### src/rtl/seg7_scan_mux.sv
// Multiplexed 7-segment scan driver with per-frame input snapshot and registered outputs.
// Optional macro SEG7_DIM_EN adds a 3-bit brightness input (PWM within each lit slot).
module seg7_scan_mux #(
   parameter int NUM_DIGITS   = 6,
   parameter int SCAN_DIV     = 1000,
   parameter int BLANK_CYCLES = 2
) (
   input  logic                    clk_i,
   input  logic                    rst_i,
   input  logic [4*NUM_DIGITS-1:0] digits_i,
   input  logic [NUM_DIGITS-1:0]   dp_i,
`ifdef SEG7_DIM_EN
   input  logic [2:0]              bright_i,
`endif
   output logic [6:0]              seg_o,
   output logic                    dp_o,
   output logic [NUM_DIGITS-1:0]   digit_sel_o,
   output logic                    frame_o
);

   // Counter is at least 3 bits wide so the low bits can drive the dimming compare.
   localparam int CW = ($clog2(SCAN_DIV) < 3) ? 3 : $clog2(SCAN_DIV);
   localparam int IW = $clog2(NUM_DIGITS);
   localparam logic [CW-1:0] CNT_MAX = CW'(SCAN_DIV - 1);
   localparam logic [CW-1:0] BLANK   = CW'(BLANK_CYCLES);
   localparam logic [IW-1:0] IDX_MAX = IW'(NUM_DIGITS - 1);

   logic [CW-1:0]           cnt_q, cnt_d;
   logic [IW-1:0]           idx_q, idx_d;
   logic [4*NUM_DIGITS-1:0] snap_dig_q, snap_dig_d;
   logic [NUM_DIGITS-1:0]   snap_dp_q, snap_dp_d;
   logic [6:0]              seg_q, seg_d;
   logic                    dp_q, dp_d;
   logic [NUM_DIGITS-1:0]   sel_q, sel_d;
   logic                    frame_q, frame_d;
`ifdef SEG7_DIM_EN
   logic [2:0]              bright_q, bright_d;
`endif

   logic [3:0] nibble;
   logic       dp_bit;
   logic       lit;
   logic [6:0] seg_dec;

   always_comb begin
      cnt_d      = cnt_q;
      idx_d      = idx_q;
      snap_dig_d = snap_dig_q;
      snap_dp_d  = snap_dp_q;
      frame_d    = 1'b0;
`ifdef SEG7_DIM_EN
      bright_d   = bright_q;
`endif

      if (cnt_q == CNT_MAX) begin
         cnt_d = '0;
         idx_d = (idx_q == IDX_MAX) ? '0 : idx_q + 1'b1;
      end else begin
         cnt_d = cnt_q + 1'b1;
      end

      // Frame cycle 0: capture inputs so every slot of this frame shows one coherent value.
      if (cnt_q == '0 && idx_q == '0) begin
         frame_d    = 1'b1;
         snap_dig_d = digits_i;
         snap_dp_d  = dp_i;
`ifdef SEG7_DIM_EN
         bright_d   = bright_i;
`endif
      end
   end

   always_comb begin
      nibble = 4'h0;
      dp_bit = 1'b0;
      sel_d  = '0;
      for (int k = 0; k < NUM_DIGITS; k++) begin
         if (idx_q == IW'(k)) begin
            nibble   = snap_dig_q[4*k +: 4];
            dp_bit   = snap_dp_q[k];
            sel_d[k] = 1'b1;
         end
      end

      case (nibble)
         4'd0:    seg_dec = 7'b0111111;
         4'd1:    seg_dec = 7'b0000110;
         4'd2:    seg_dec = 7'b1011011;
         4'd3:    seg_dec = 7'b1001111;
         4'd4:    seg_dec = 7'b1100110;
         4'd5:    seg_dec = 7'b1101101;
         4'd6:    seg_dec = 7'b1111101;
         4'd7:    seg_dec = 7'b0000111;
         4'd8:    seg_dec = 7'b1111111;
         4'd9:    seg_dec = 7'b1101111;
         default: seg_dec = 7'b0000000;
      endcase

      lit = (cnt_q >= BLANK);
`ifdef SEG7_DIM_EN
      // (count mod 8) < bright+1  <=>  count[2:0] <= bright
      lit = lit && (cnt_q[2:0] <= bright_q);
`endif

      if (lit) begin
         seg_d = seg_dec;
         dp_d  = dp_bit;
      end else begin
         seg_d = '0;
         dp_d  = 1'b0;
         sel_d = '0;
      end
   end

   always_ff @(posedge clk_i or posedge rst_i) begin
      if (rst_i) begin
         cnt_q      <= '0;
         idx_q      <= '0;
         snap_dig_q <= '0;
         snap_dp_q  <= '0;
         seg_q      <= '0;
         dp_q       <= 1'b0;
         sel_q      <= '0;
         frame_q    <= 1'b0;
`ifdef SEG7_DIM_EN
         bright_q   <= '0;
`endif
      end else begin
         cnt_q      <= cnt_d;
         idx_q      <= idx_d;
         snap_dig_q <= snap_dig_d;
         snap_dp_q  <= snap_dp_d;
         seg_q      <= seg_d;
         dp_q       <= dp_d;
         sel_q      <= sel_d;
         frame_q    <= frame_d;
`ifdef SEG7_DIM_EN
         bright_q   <= bright_d;
`endif
      end
   end

   assign seg_o       = seg_q;
   assign dp_o        = dp_q;
   assign digit_sel_o = sel_q;
   assign frame_o     = frame_q;

endmodule

### config.mk
export PLATFORM = sky130hd
export DESIGN_NAME = seg7_scan_mux
export DESIGN_NICKNAME = d
export VERILOG_FILES = /design/src/rtl/seg7_scan_mux.sv
export SDC_FILE = /design/constraint.sdc
export NUM_CORES = 1
export LEC_CHECK = 0
export ABC_AREA = 1
export ABC_CLOCK_PERIOD_IN_PS = 4500
export CORE_ASPECT_RATIO = 0.8
export CORE_UTILIZATION = 35
export CTS_CLUSTER_DIAMETER = 40
export CTS_CLUSTER_SIZE = 10
export DETAILED_ROUTE_END_ITERATION = 16
export PLACE_DENSITY = 0.63
export RECOVER_POWER = 50
export SYNTH_ARGS = -nofsm -noshare
export SYNTH_HDL_FRONTEND = slang
export SYNTH_SLANG_ARGS = --single-unit
### constraint.sdc
create_clock -name clk_i -period 4.5 [get_ports clk_i]
set_input_delay 0.9 -clock clk_i [delete_from_list [all_inputs] [get_ports clk_i]]
set_output_delay 0.9 -clock clk_i [all_outputs]
set_load 0.05 [all_outputs]
Yosys cells after proc, flatten, opt, wreduce, memory -nomap -nowiden

Memories as Yosys holds them, arrays and structs flattened.
Index checks and enable logic that the tools add are counted.

Reduce and logical (&&, ||, !) cells: 3
$add $sub $neg: 2
$lt $le $gt $ge: 1
Muxes and demuxes: 24
Eq/ne operators: 6

Operator list:

| cell                                                 | count |
|---|---|
| two-way mux 4 bit                                    | 6 |
| two-way mux 1 bit                                    | 14 |
| adder 10 x 1 -> 10 bit, second input constant        | 1 |
| == test 10 bit, second input constant                | 1 |
| >= comparator 10 x 2 -> 1 bit, second input constant | 1 |
| logical NOT 10 bit                                   | 1 |
| two-way mux 10 bit                                   | 1 |
| two-way mux 7 bit                                    | 1 |
| == test 3 x 2 -> 1 bit, second input constant        | 2 |
| == test 3 bit, second input constant                 | 2 |
| two-way mux 6 bit                                    | 1 |
| adder 3 x 1 -> 3 bit, second input constant          | 1 |
| == test 3 x 1 -> 1 bit, second input constant        | 1 |
| logical NOT 3 bit                                    | 1 |
| two-way mux 3 bit                                    | 1 |
| logical AND 1 bit                                    | 1 |

Flip-flop bits (word level): 58
Memories: 1
Bits in read-only memories: 112

Memory list:

| memory          | depth | bits a word | rd ports | clocked after Yosys merged registers in | write ports | line | RTL |
|---|---|---|---|---|---|---|---|
| (no name shown) | 16    | 7           | 1        | 0                                       | 0           | 85   | `case (nibble)` |

Longest topological paths before layout

Gate-level depths: netlist of run 1.
An unclocked memory read counts as a cell.

Depth in word-level cells: 9
Depth in mapped cells: 17

Worst setup path before layout of run 1

OpenSTA, ideal clock, no wires.

Path type: register -> register
From: register idx_q[1]
To: register seg_q[3], in the netlist seg_o[3]
Period minus slack after synthesis: 1993 ps
Data required time: 4428 ps
Stages on the path, launching flop included: 17
Arrival time: 1922 ps
Slack: 2507 ps
Library setup time: 72 ps
Path through: dfrtp_1 buf_4 nand2_1 inv_1 ha_1 inv_2 nand2_1 inv_1 nand2_1 nand2_1 nand2_1 nand2_1 inv_1 ha_1 nor2_1 nor2_1 nor2_1

Word-level cells in the longest chain between the ends: 9
Elaborated cells between the ends (all ways): 14

RTL lines:

| what                           | line | RTL |
|---|---|---|
| start, declared                | 29   | `logic [IW-1:0] idx_q, idx_d;` |
| start signal, assigned         | 130  | `idx_q <= idx_d;` |
| logical NOT 3 bit              | 78   | `if (idx_q == IW'(k)) begin` |
| two-way mux 4 bit (5 in a row) | 78   |  |
| two-way mux 4 bit (*)          | 78   |  |
| memory (16 x 7 bit) (*)        | n/a  |  |
| two-way mux 7 bit (*)          | 105  | `if (lit) begin` |
| net seg_d[3]                   | 32   | `logic [6:0] seg_q, seg_d;` |
| end signal, assigned           | 133  | `seg_q <= seg_d;` |
| end, declared                  | 32   |  |

The timed path passes the listed nets; every way through them passes the cells marked *.
A chain may end at the register's enable or synchronous reset.

Final worst setup path of run 1

From: register sel_q[4], in the netlist digit_sel_o[4]
To: output digit_sel_o[4]

RTL lines:

| what                   | line | RTL |
|---|---|---|
| start, declared        | 34   | `logic [NUM_DIGITS-1:0] sel_q, sel_d;` |
| start signal, assigned | 135  | `sel_q <= sel_d;` |
| end, declared          | 17   | `output logic [NUM_DIGITS-1:0] digit_sel_o,` |

No word-level cell between the ends.

==> flow_metrics.env, run 1 <==
export IMPL_status="finished clean"
export IMPL_avgSynthCellArea_sq_um=8.17
export IMPL_gp_congestion=0.867
export IMPL_die_w_um=102
export IMPL_final_nets=434
export IMPL_cp_required_ns=3.60
export IMPL_dr_pass1_iters=4
export IMPL_rrSetupSlack_ns=2.15
export IMPL_totalWireLength_mm=6.26
export IMPL_via_per_inst=4.43
export IMPL_clockRootBuffer="clkbuf_8"
export IMPL_synth_nets=384
export IMPL_die_h_um=82.1
export IMPL_drc=0
export IMPL_cts_tree="done"
export IMPL_layout_cells_non_filler=501
export IMPL_drt_initial_drc_count=123
export IMPL_crit_slowest_cell="clkdlybuf4s50_1"
export IMPL_rsz0062_at_grt="false"
export IMPL_ant_nets=0
export IMPL_peakVddDrop_v=0.000124
export IMPL_avgRoutedWirePerCell_um=12.5
export IMPL_worstSetupEndpoint="digit_sel_o[4]"
export IMPL_antenna_found_initial=0
export IMPL_syn_inst=343
export IMPL_ys_types=26
export IMPL_grt_pass1_vias=2153
export IMPL_reg2reg_from="idx_q[1]"
export IMPL_path_buf_inv=1
export IMPL_tightest_slew_ns=1.21
export IMPL_finalSetupTns_ns=0
export IMPL_power_density_nw_per_um2=332
export IMPL_cts_hold_buf=0
export IMPL_placed_cells=487
export IMPL_max_freq_mhz=417
export IMPL_worstSetupPathDepth=1
export IMPL_timing_rr_end="seg_o[3]"
export IMPL_dp_hpwl_mm=4.51
export IMPL_vias=2217
export IMPL_mostFrequentLayoutCell="nand2_1"
export IMPL_grt_usage=0.171
export IMPL_cts_sinks=58
export IMPL_design_die_area_sq_um=8380
export IMPL_synth_seq_cells=58
export IMPL_area_delta_synth_final_pct=26.5
export IMPL_yosysWarnings=0
export IMPL_cts_buffers=9
export IMPL_drive_gt1_frac=0.0833
export IMPL_placementRows=28
export IMPL_worstPathMaxFanout=1
export IMPL_arrival_ns=1.50
export IMPL_seq_area_frac_synth=0.518
export IMPL_grt_max_degree=44
export IMPL_cp_top_family="buffers and inverters"
export IMPL_hold_viol=0
export IMPL_start_kind="flop"
export IMPL_finalClockSkew_ns=0.00787
export IMPL_port_buffer_count=46
export IMPL_maxSlewViolCount=0
export IMPL_core_sq_um=7570
export IMPL_leakagePower_nw=1.79
export IMPL_slew_headroom=0.191
export IMPL_final_setup_viol_count=0
export IMPL_path_class="flop to output port"
export IMPL_cp_end_kind="output port"
export IMPL_overflow=0
export IMPL_start_util=0.371
export IMPL_final_cell_mix="nand2_1 (109), dfrtp_1 (58), clkdlybuf4s50_1 (45)"
export IMPL_cts_resized=0
export IMPL_period_share=0.533
export IMPL_cp_cell_sequence="clkdlybuf4s50_1"
export IMPL_crit_path_max_incr_delay_ns=0.80
export IMPL_period_needed_ns=2.40
export IMPL_cts_setup_buffers=0
export IMPL_power_total_w=0.00118
export IMPL_cts_clk_slew_worst_paths_ns=0.07
export IMPL_htreeDepth=3
export IMPL_maxCapViolCount=0
export IMPL_clk_latency_ns=0.35
export IMPL_whs_ns=0.488
export IMPL_io_pins=47
export IMPL_synthesis_area_sq_um=2800
export IMPL_critPathLaunch="digit_sel_o[4]"
export IMPL_min_path_type="flop to flop"
export IMPL_clk_path_buf_depth=2
export IMPL_grt_pass1_wl_mm=10.4
export IMPL_reg2regPathDepth=14
export IMPL_diodes=0
-- sequential cells by signal, indices dropped and copies added (netlist names) --
signal       count
cnt_q           10
idx_q            3
dp_o             1
seg_o            7
snap_dig_q      24
frame_o          1
digit_sel_o      6
snap_dp_q        6
-- per-stage QoR --
| step | area, sq um | setup slack [ns] | utilization |
|---|---|---|---|
| 5_1_grt | 3550 | 1.83 | 0.469 |
| 4_1_cts | 3550 | 2.09 | 0.469 |
| 3_5_place_dp | 3340 | 2.15 | 0.442 |
| 3_3_place_gp | 3340 | 2.21 | 0.442 |
| 6_report | 3550 | 2.10 | 0.469 |
| 2_1_floorplan | 2800 | 2.17 | - |
-- cell families after synthesis --
kind of cell	after synthesis	share of synthesized area
simple gates	174	0.254
flops	58	0.518
buf+inv	55	0.0843
compound gates	44	0.0946
fa+ha+maj	9	0.0402
xor+xnor	3	0.00937
-- layer usage --
layer	routed length [um]	track usage
met1	3370	0.250
met2	2440	0.227
met3	365	0.0511
met4	85	0.0800
met5	0	0
-- worst reg2reg max path: stages (launching register included) --
cell     delay (ns)
dfrtp_1        0.60
nand2_1        0.11
inv_1          0.08
ha_1           0.28
inv_2          0.11
nand2_1        0.08
inv_1          0.04
nand2_1        0.05
nand2_1        0.08
a21oi_4        0.21
inv_1          0.09
ha_1           0.28
nor2_1         0.13
nor2_1         0.06
nor2_1         0.09
-- where the power goes --
part           internal, W  total [W]  leakage, nW  switching (W)
clock network     0.000320   0.000518        0.105       0.000199
registers         0.000541   0.000550        0.703     0.00000854
logic            0.0000484   0.000111        0.980      0.0000626
-- how the worst min path moves through the flow --
stage          cells after the start  slack, ns           from            end
6_report                           2       0.49  snap_dig_q[2]  snap_dig_q[2]
5_1_grt                            2       0.50  snap_dig_q[4]  snap_dig_q[4]
4_1_cts                            2       0.49  snap_dig_q[2]  snap_dig_q[2]
3_5_place_dp                       2       0.47  snap_dig_q[2]  snap_dig_q[2]
3_3_place_gp                       2       0.47  snap_dig_q[4]  snap_dig_q[4]
2_1_floorplan                      2       0.44  snap_dig_q[0]  snap_dig_q[0]
-- area by class of cell --
| cell class | count | area [sq um] |
|---|---|---|
| multi-input cells | 230 | 1110 |
| repair buffers | 47 | 468 |
| clock inverters | 3 | 65.1 |
| clock buffers | 11 | 141 |
| flip-flops and latches | 58 | 1450 |
| fillers | 769 | 4020 |
| well taps | 105 | 131 |
| inverters | 47 | 176 |
-- synthesized netlist by cell type --
library cell | instances | area (sq um)
nand2_1 | 108 | 405
dfrtp_1 | 58 | 1450
nor2_1 | 41 | 154
inv_1 | 39 | 146
o21ai_0 | 15 | 75.1
a21oi_1 | 11 | 55.1
o21ai_1 | 11 | 55.1
ha_1 | 9 | 113
nand3_1 | 9 | 45.0
inv_2 | 8 | 30.0
buf_4 | 6 | 45.0
nand2_2 | 5 | 31.3
nand4_1 | 4 | 25.0
a21oi_4 | 3 | 48.8
nor2_2 | 3 | 18.8
nand3_2 | 2 | 20.0
xor2_1 | 2 | 17.5
a211oi_1 | 1 | 7.51
buf_6 | 1 | 11.3
clkbuf_1 | 1 | 3.75
nand3b_1 | 1 | 7.51
nor3_1 | 1 | 5.00
o211ai_1 | 1 | 7.51
o221ai_1 | 1 | 8.76
o31ai_1 | 1 | 7.51
xnor2_1 | 1 | 8.76
Note: power is estimated with default switching activity, not from simulation.
==> run 2: changes to the inputs <==
Settings changed: ABC_CLOCK_PERIOD_IN_PS 4500 to 2150, PLACE_DENSITY 0.63 to 0.66.
Clock period 4.5 ns to 2.15 ns, I/O delays scaled along.
==> run 2 against run 1 <==
Net effect: sequential share of layout area is 1.3 points lower; clock skew is 0.00098 ns lower; global-route usage hardly changed; register-to-register slack worse by 2.0 ns; combinational power is 110% higher; critical path depth is 10 higher; first-iteration DRC count is 11% higher; total power is 97% higher; critical path type is now flop to flop.
==> flow_metrics.env, run 2 (synthesis gave the netlist of run 1 again) <==
export IMPL_final_setup_viol_count=0
export IMPL_final_nets=445
export IMPL_die_h_um=82.1
export IMPL_grt_pass1_wl_mm=10.5
export IMPL_rsz0062_at_grt="true"
export IMPL_busiest_layer="met2"
export IMPL_slew_headroom=0.157
export IMPL_ant_nets=0
export IMPL_arrival_ns=2.30
export IMPL_start_kind="flop"
export IMPL_cts_buffers=9
export IMPL_use_met2=0.241
export IMPL_status="finished clean"
export IMPL_overflow=0
export IMPL_drt_initial_drc_count=136
export IMPL_drive_gt1_frac=0.134
export IMPL_max_freq_mhz=493
export IMPL_clk_latency_ns=0.34
export IMPL_cts_sinks=58
export IMPL_gr_usage_met1=0.239
export IMPL_path_class="flop to flop"
export IMPL_core_sq_um=7570
export IMPL_grt_max_degree=59
export IMPL_dp_hpwl_mm=4.55
export IMPL_cp_required_ns=2.42
export IMPL_clockRootBuffer="clkbuf_8"
export IMPL_worstPathMaxFanout=10
export IMPL_crit_path_max_incr_delay_ns=0.41
export IMPL_hold_viol=0
export IMPL_antenna_found_initial=0
export IMPL_regMostFlops="snap_dig_q"
export IMPL_crit_slowest_cell="dfrtp_1"
export IMPL_cts_clk_slew_worst_paths_ns=0.07
export IMPL_num_fill_cells=744
export IMPL_grt_pass1_vias=2184
export IMPL_power_density_nw_per_um2=634
export IMPL_mostFrequentLayoutCell="nand2_1"
export IMPL_setup_slack_ns=0.124
export IMPL_ff_latch_area_sq_um=1450
export IMPL_design_die_area_sq_um=8380
export IMPL_die_w_um=102
export IMPL_crit_top_cell="nor2_1"
export IMPL_via_per_inst=4.53
export IMPL_cp_end_kind="flop"
export IMPL_cp_cell_sequence="buf_4 > inv_4 > nand2_1 > inv_2 > o21ai_0 > a21oi_4 > inv_1 > ha_1 > nor2_2 > nor2_1 > nor2_1"
export IMPL_multi_input_area_sq_um=1150
export IMPL_diodes=0
export IMPL_dr_pass1_iters=5
export IMPL_finalClockSkew_ns=0.00689
export IMPL_totalWireLength_mm=6.50
export IMPL_avgRoutedWirePerCell_um=12.6
export IMPL_placementRows=28
export IMPL_period_needed_ns=2.03
export IMPL_final_cell_mix="nand2_1 (107), dfrtp_1 (57), clkdlybuf4s50_1 (46)"
export IMPL_largest_register_ffs=24
export IMPL_port_buffer_count=46
export IMPL_htreeDepth=3
export IMPL_clk_path_buf_depth=2
export IMPL_start_util=0.371
export IMPL_gp_congestion=0.907
export IMPL_final_util=0.484
export IMPL_period_share=0.943
export IMPL_grt_usage=0.170
export IMPL_post_place_ws_ns=0.0242
export IMPL_min_path_type="flop to flop"
export IMPL_maxCapViolCount=0
export IMPL_maxSlewViolCount=0
export IMPL_tightest_slew_ns=1.26
export IMPL_peakVddDrop_v=0.000269
export IMPL_grt_util_met3=0.0349
export IMPL_io_pins=47
export IMPL_drc=0
export IMPL_area_delta_synth_final_pct=30.6
export IMPL_cts_tree="done"
export IMPL_leakagePower_nw=1.85
export IMPL_vias=2330
## run 2: cell count changes in the layout (fill, tap and decap cells not counted), moves of 2 or more
| cell | change |
|---|---|
| buf_4 | +9 |
| bufinv_16 | -2 |
| clkbuf_8 | +2 |
| clkinvlp_4 | +2 |
| inv_1 | -2 |
| inv_4 | +2 |
| nand2_1 | -2 |
| nand3_1 | -2 |
## run 2: worst paths after layout
check	slack, ns	startpoint	cells after the start	end
max reg2reg	0.12	idx_q[1]	11	seg_o[3]
min in group asynchronous	0.82	rst_i	3	snap_dig_q[10]
min	0.49	cnt_q[0]	1	cnt_q[0]
max	0.12	idx_q[1]	11	seg_o[3]
max in group asynchronous	0.47	rst_i	3	idx_q[0]
min reg2reg	0.49	cnt_q[0]	1	cnt_q[0]
## run 2: area by class of cell
cell class | count | share of cell area
sequential | 58 | 0.397
tap | 105 | 0.0359
timing repair buffer | 58 | 0.153
multi-input combinational | 230 | 0.313
clock buffer | 12 | 0.0451
clock inverter | 4 | 0.00683
inverter | 47 | 0.0495
## run 2: stage by stage
step / instance area (sq um) / setup TNS [ns] / instances / hold slack [ns] / power [W]
floorplan: 2800 / 0 / 343 / 0.444 / 0.00129
global placement: 3410 / 0 / 492 / 0.467 / 0.00140
detailed placement: 3410 / 0 / 492 / 0.480 / 0.00141
CTS: 3600 / 0 / 508 / 0.472 / 0.00236
global route: 3660 / -0.0833 / 514 / 0.504 / 0.00243
finish: 3660 / 0 / 514 / 0.488 / 0.00232
## run 2: per-layer routing
layer / share of wire / wire length, um
met1: 0.50 / 3260
met4: 0.019 / 121
met3: 0.058 / 377
met5: 0 / 0
met2: 0.42 / 2740
## run 2: timing repair
action	4_1_cts	5_1_grt
setup endpoints to repair	0	7
gates resized for setup	0	10
hold buffers	0	0
buffers inserted	0	6
## run 2: report_power, final
group	switching, W	leakage, nW	internal (W)	total (W)
Combinational	0.000133	1.05	0.000105	0.000238
Sequential	0.0000178	0.702	0.00113	0.00115
Clock	0.000427	0.0944	0.000508	0.000935
## run 2: worst max-delay path: cells and delay by family, from the launching register on
family                     cells  cell delay, ns
DFF                            1            0.41
AOI/OAI and AO/OA              2            0.41
adders and majority gates      1            0.30
and+or+nand+nor                4            0.36
buffers and inverters          4            0.50
==> run 3: changes to the inputs <==
Settings changed: CAP_MARGIN set to 10, CORE_ASPECT_RATIO 0.8 to 1.75.
==> run 3 against run 2 <==
Net effect: via count up 1.2%; first-iteration DRC count up 21%; sequential share of layout area down 0.70 points; fmax down 1.1%; clock skew down 0.0027 ns; largest power group is now the clock network; highest routed layer unchanged.
==> flow_metrics.env, run 3 (synthesis gave the netlist of run 1 again) <==
export IMPL_internal_power_w=0.00211
export IMPL_reg2regPathDepth=12
export IMPL_clockRootBuffer="clkbuf_16"
export IMPL_setup_slack_ns=0.100
export IMPL_regMostFlops="snap_dig_q"
export IMPL_tightest_slew_ns=0.503
export IMPL_finalSetupTns_ns=0
export IMPL_gp_congestion=0.858
export IMPL_diodes=0
export IMPL_clk_path_buf_depth=2
export IMPL_swShare=0.223
export IMPL_placementRows=42
export IMPL_finalClockSkew_ns=0.00421
export IMPL_drt_initial_drc_count=164
export IMPL_grt_max_degree=59
export IMPL_cts_buffers=9
export IMPL_antenna_found_initial=0
export IMPL_p_sw_w=0.000605
export IMPL_cp_required_ns=2.41
export IMPL_drc=0
export IMPL_overflow=0
export IMPL_post_place_ws_ns=0.0577
export IMPL_area_delta_synth_final_pct=33.1
export IMPL_design_die_area_sq_um=8390
export IMPL_start_util=0.365
export IMPL_clockPowerShare=0.487
export IMPL_start_kind="flop"
export IMPL_avgRoutedWirePerCell_um=13.3
export IMPL_ant_nets=0
export IMPL_power_total_w=0.00272
export IMPL_final_util=0.486
export IMPL_maxSlewViolCount=0
export IMPL_max_freq_mhz=488
export IMPL_status="finished clean"
export IMPL_io_pins=47
export IMPL_power_density_nw_per_um2=728
export IMPL_period_needed_ns=2.05
export IMPL_largest_register_ffs=24
export IMPL_vias=2359
export IMPL_layout_cells_non_filler=496
export IMPL_core_sq_um=7670
export IMPL_totalWireLength_mm=6.62
export IMPL_p_comb_frac=0.088
export IMPL_drive_gt1_frac=0.127
export IMPL_leakagePower_nw=1.88
export IMPL_final_nets=444
export IMPL_cts_tree="done"
export IMPL_dp_hpwl_mm=4.95
export IMPL_maxCapViolCount=0
export IMPL_grt_pass1_wl_mm=11.0
export IMPL_min_delay_path_depth=1
export IMPL_slew_headroom=0.664
export IMPL_hold_viol=0
export IMPL_die_w_um=69.7
export IMPL_via_per_inst=4.76
export IMPL_final_setup_viol_count=0
export IMPL_arrival_ns=2.31
export IMPL_cts_hold_buf=0
export IMPL_min_path_type="flop to flop"
export IMPL_dr_pass1_iters=4
export IMPL_cp_end_kind="flop"
export IMPL_cts_clk_slew_worst_paths_ns=0.05
export IMPL_path_class="flop to flop"
export IMPL_grt_pass1_vias=2535
export IMPL_peakVddDrop_v=0.000360
export IMPL_port_buffer_count=46
export IMPL_period_share=0.953
export IMPL_htreeDepth=3
export IMPL_clk_latency_ns=0.33
export IMPL_worstPathMaxFanout=7
export IMPL_die_h_um=120
export IMPL_final_cell_mix="nand2_1 (107), dfrtp_1 (56), clkdlybuf4s50_1 (45)"
export IMPL_grt_usage=0.174
export IMPL_mostFrequentLayoutCell="nand2_1"
export IMPL_cts_sinks=58
export IMPL_p_seq_frac=0.425
export IMPL_placed_cells=477
==> run 3: critical path: stages, from the launching register on <==
cell	delay [ns]
dfrtp_2	0.45
buf_4	0.15
buf_4	0.15
nor2_2	0.22
a21oi_1	0.07
nand2_1	0.08
nand2_1	0.06
nand2_2	0.10
inv_1	0.09
ha_1	0.31
nor2_2	0.12
nor2_1	0.06
nor2_1	0.11
==> run 3: cell type report <==
cell class / instances / area (sq um)
Fill cell: 722 / 3940
Multi-Input combinational cell: 230 / 1140
Clock buffer: 14 / 274
Timing Repair Buffer: 57 / 568
Sequential cell: 58 / 1450
Tap cell: 88 / 110
Clock inverter: 2 / 10.0
Inverter: 47 / 176
==> run 3: per-layer routing <==
| layer | share of wire | vias to the layer above | global-route usage |
|---|---|---|---|
| li1 | - | 1176 | - |
| met3 | 0.034 | 23 | 0.0450 |
| met1 | 0.35 | 1112 | 0.162 |
| met5 | 0 | - | 0 |
| met4 | 0.044 | 0 | 0.111 |
| met2 | 0.57 | 48 | 0.327 |
==> run 3: power by group through the flow <==
stage / Clock (W) / Combinational, W / Sequential, W
after floorplan: 0 / 0.0000819 / 0.00121
after global placement: 0 / 0.000233 / 0.00117
after detailed placement: 0 / 0.000237 / 0.00117
after CTS: 0.00136 / 0.000238 / 0.00115
after global routing: 0.00142 / 0.000262 / 0.00116
final: 0.00132 / 0.000239 / 0.00115
==> run 3: stage by stage <==
step / hold slack, ns / cell area (sq um)
3_5_place_dp: 0.471 / 3400
2_1_floorplan: 0.444 / 2800
5_1_grt: 0.516 / 3730
3_3_place_gp: 0.467 / 3400
6_report: 0.484 / 3730
4_1_cts: 0.483 / 3680
==> run 3: path summary, 6_finish.rpt <==
path / slack, ns / end / startpoint
max: 0.10 / seg_o[3] / idx_q[0]
min: 0.48 / cnt_q[0] / cnt_q[0]
max reg2reg: 0.10 / seg_o[3] / idx_q[0]
min reg2reg: 0.48 / cnt_q[0] / cnt_q[0]
max in group asynchronous: 1.25 / idx_q[0] / rst_i
min in group asynchronous: 0.62 / snap_dig_q[20] / rst_i
==> run 3: repair_timing <==
action,4_1_cts,5_1_grt
endpoints found under the setup margin,0,7
resized for setup,0,8
setup buffers,0,3
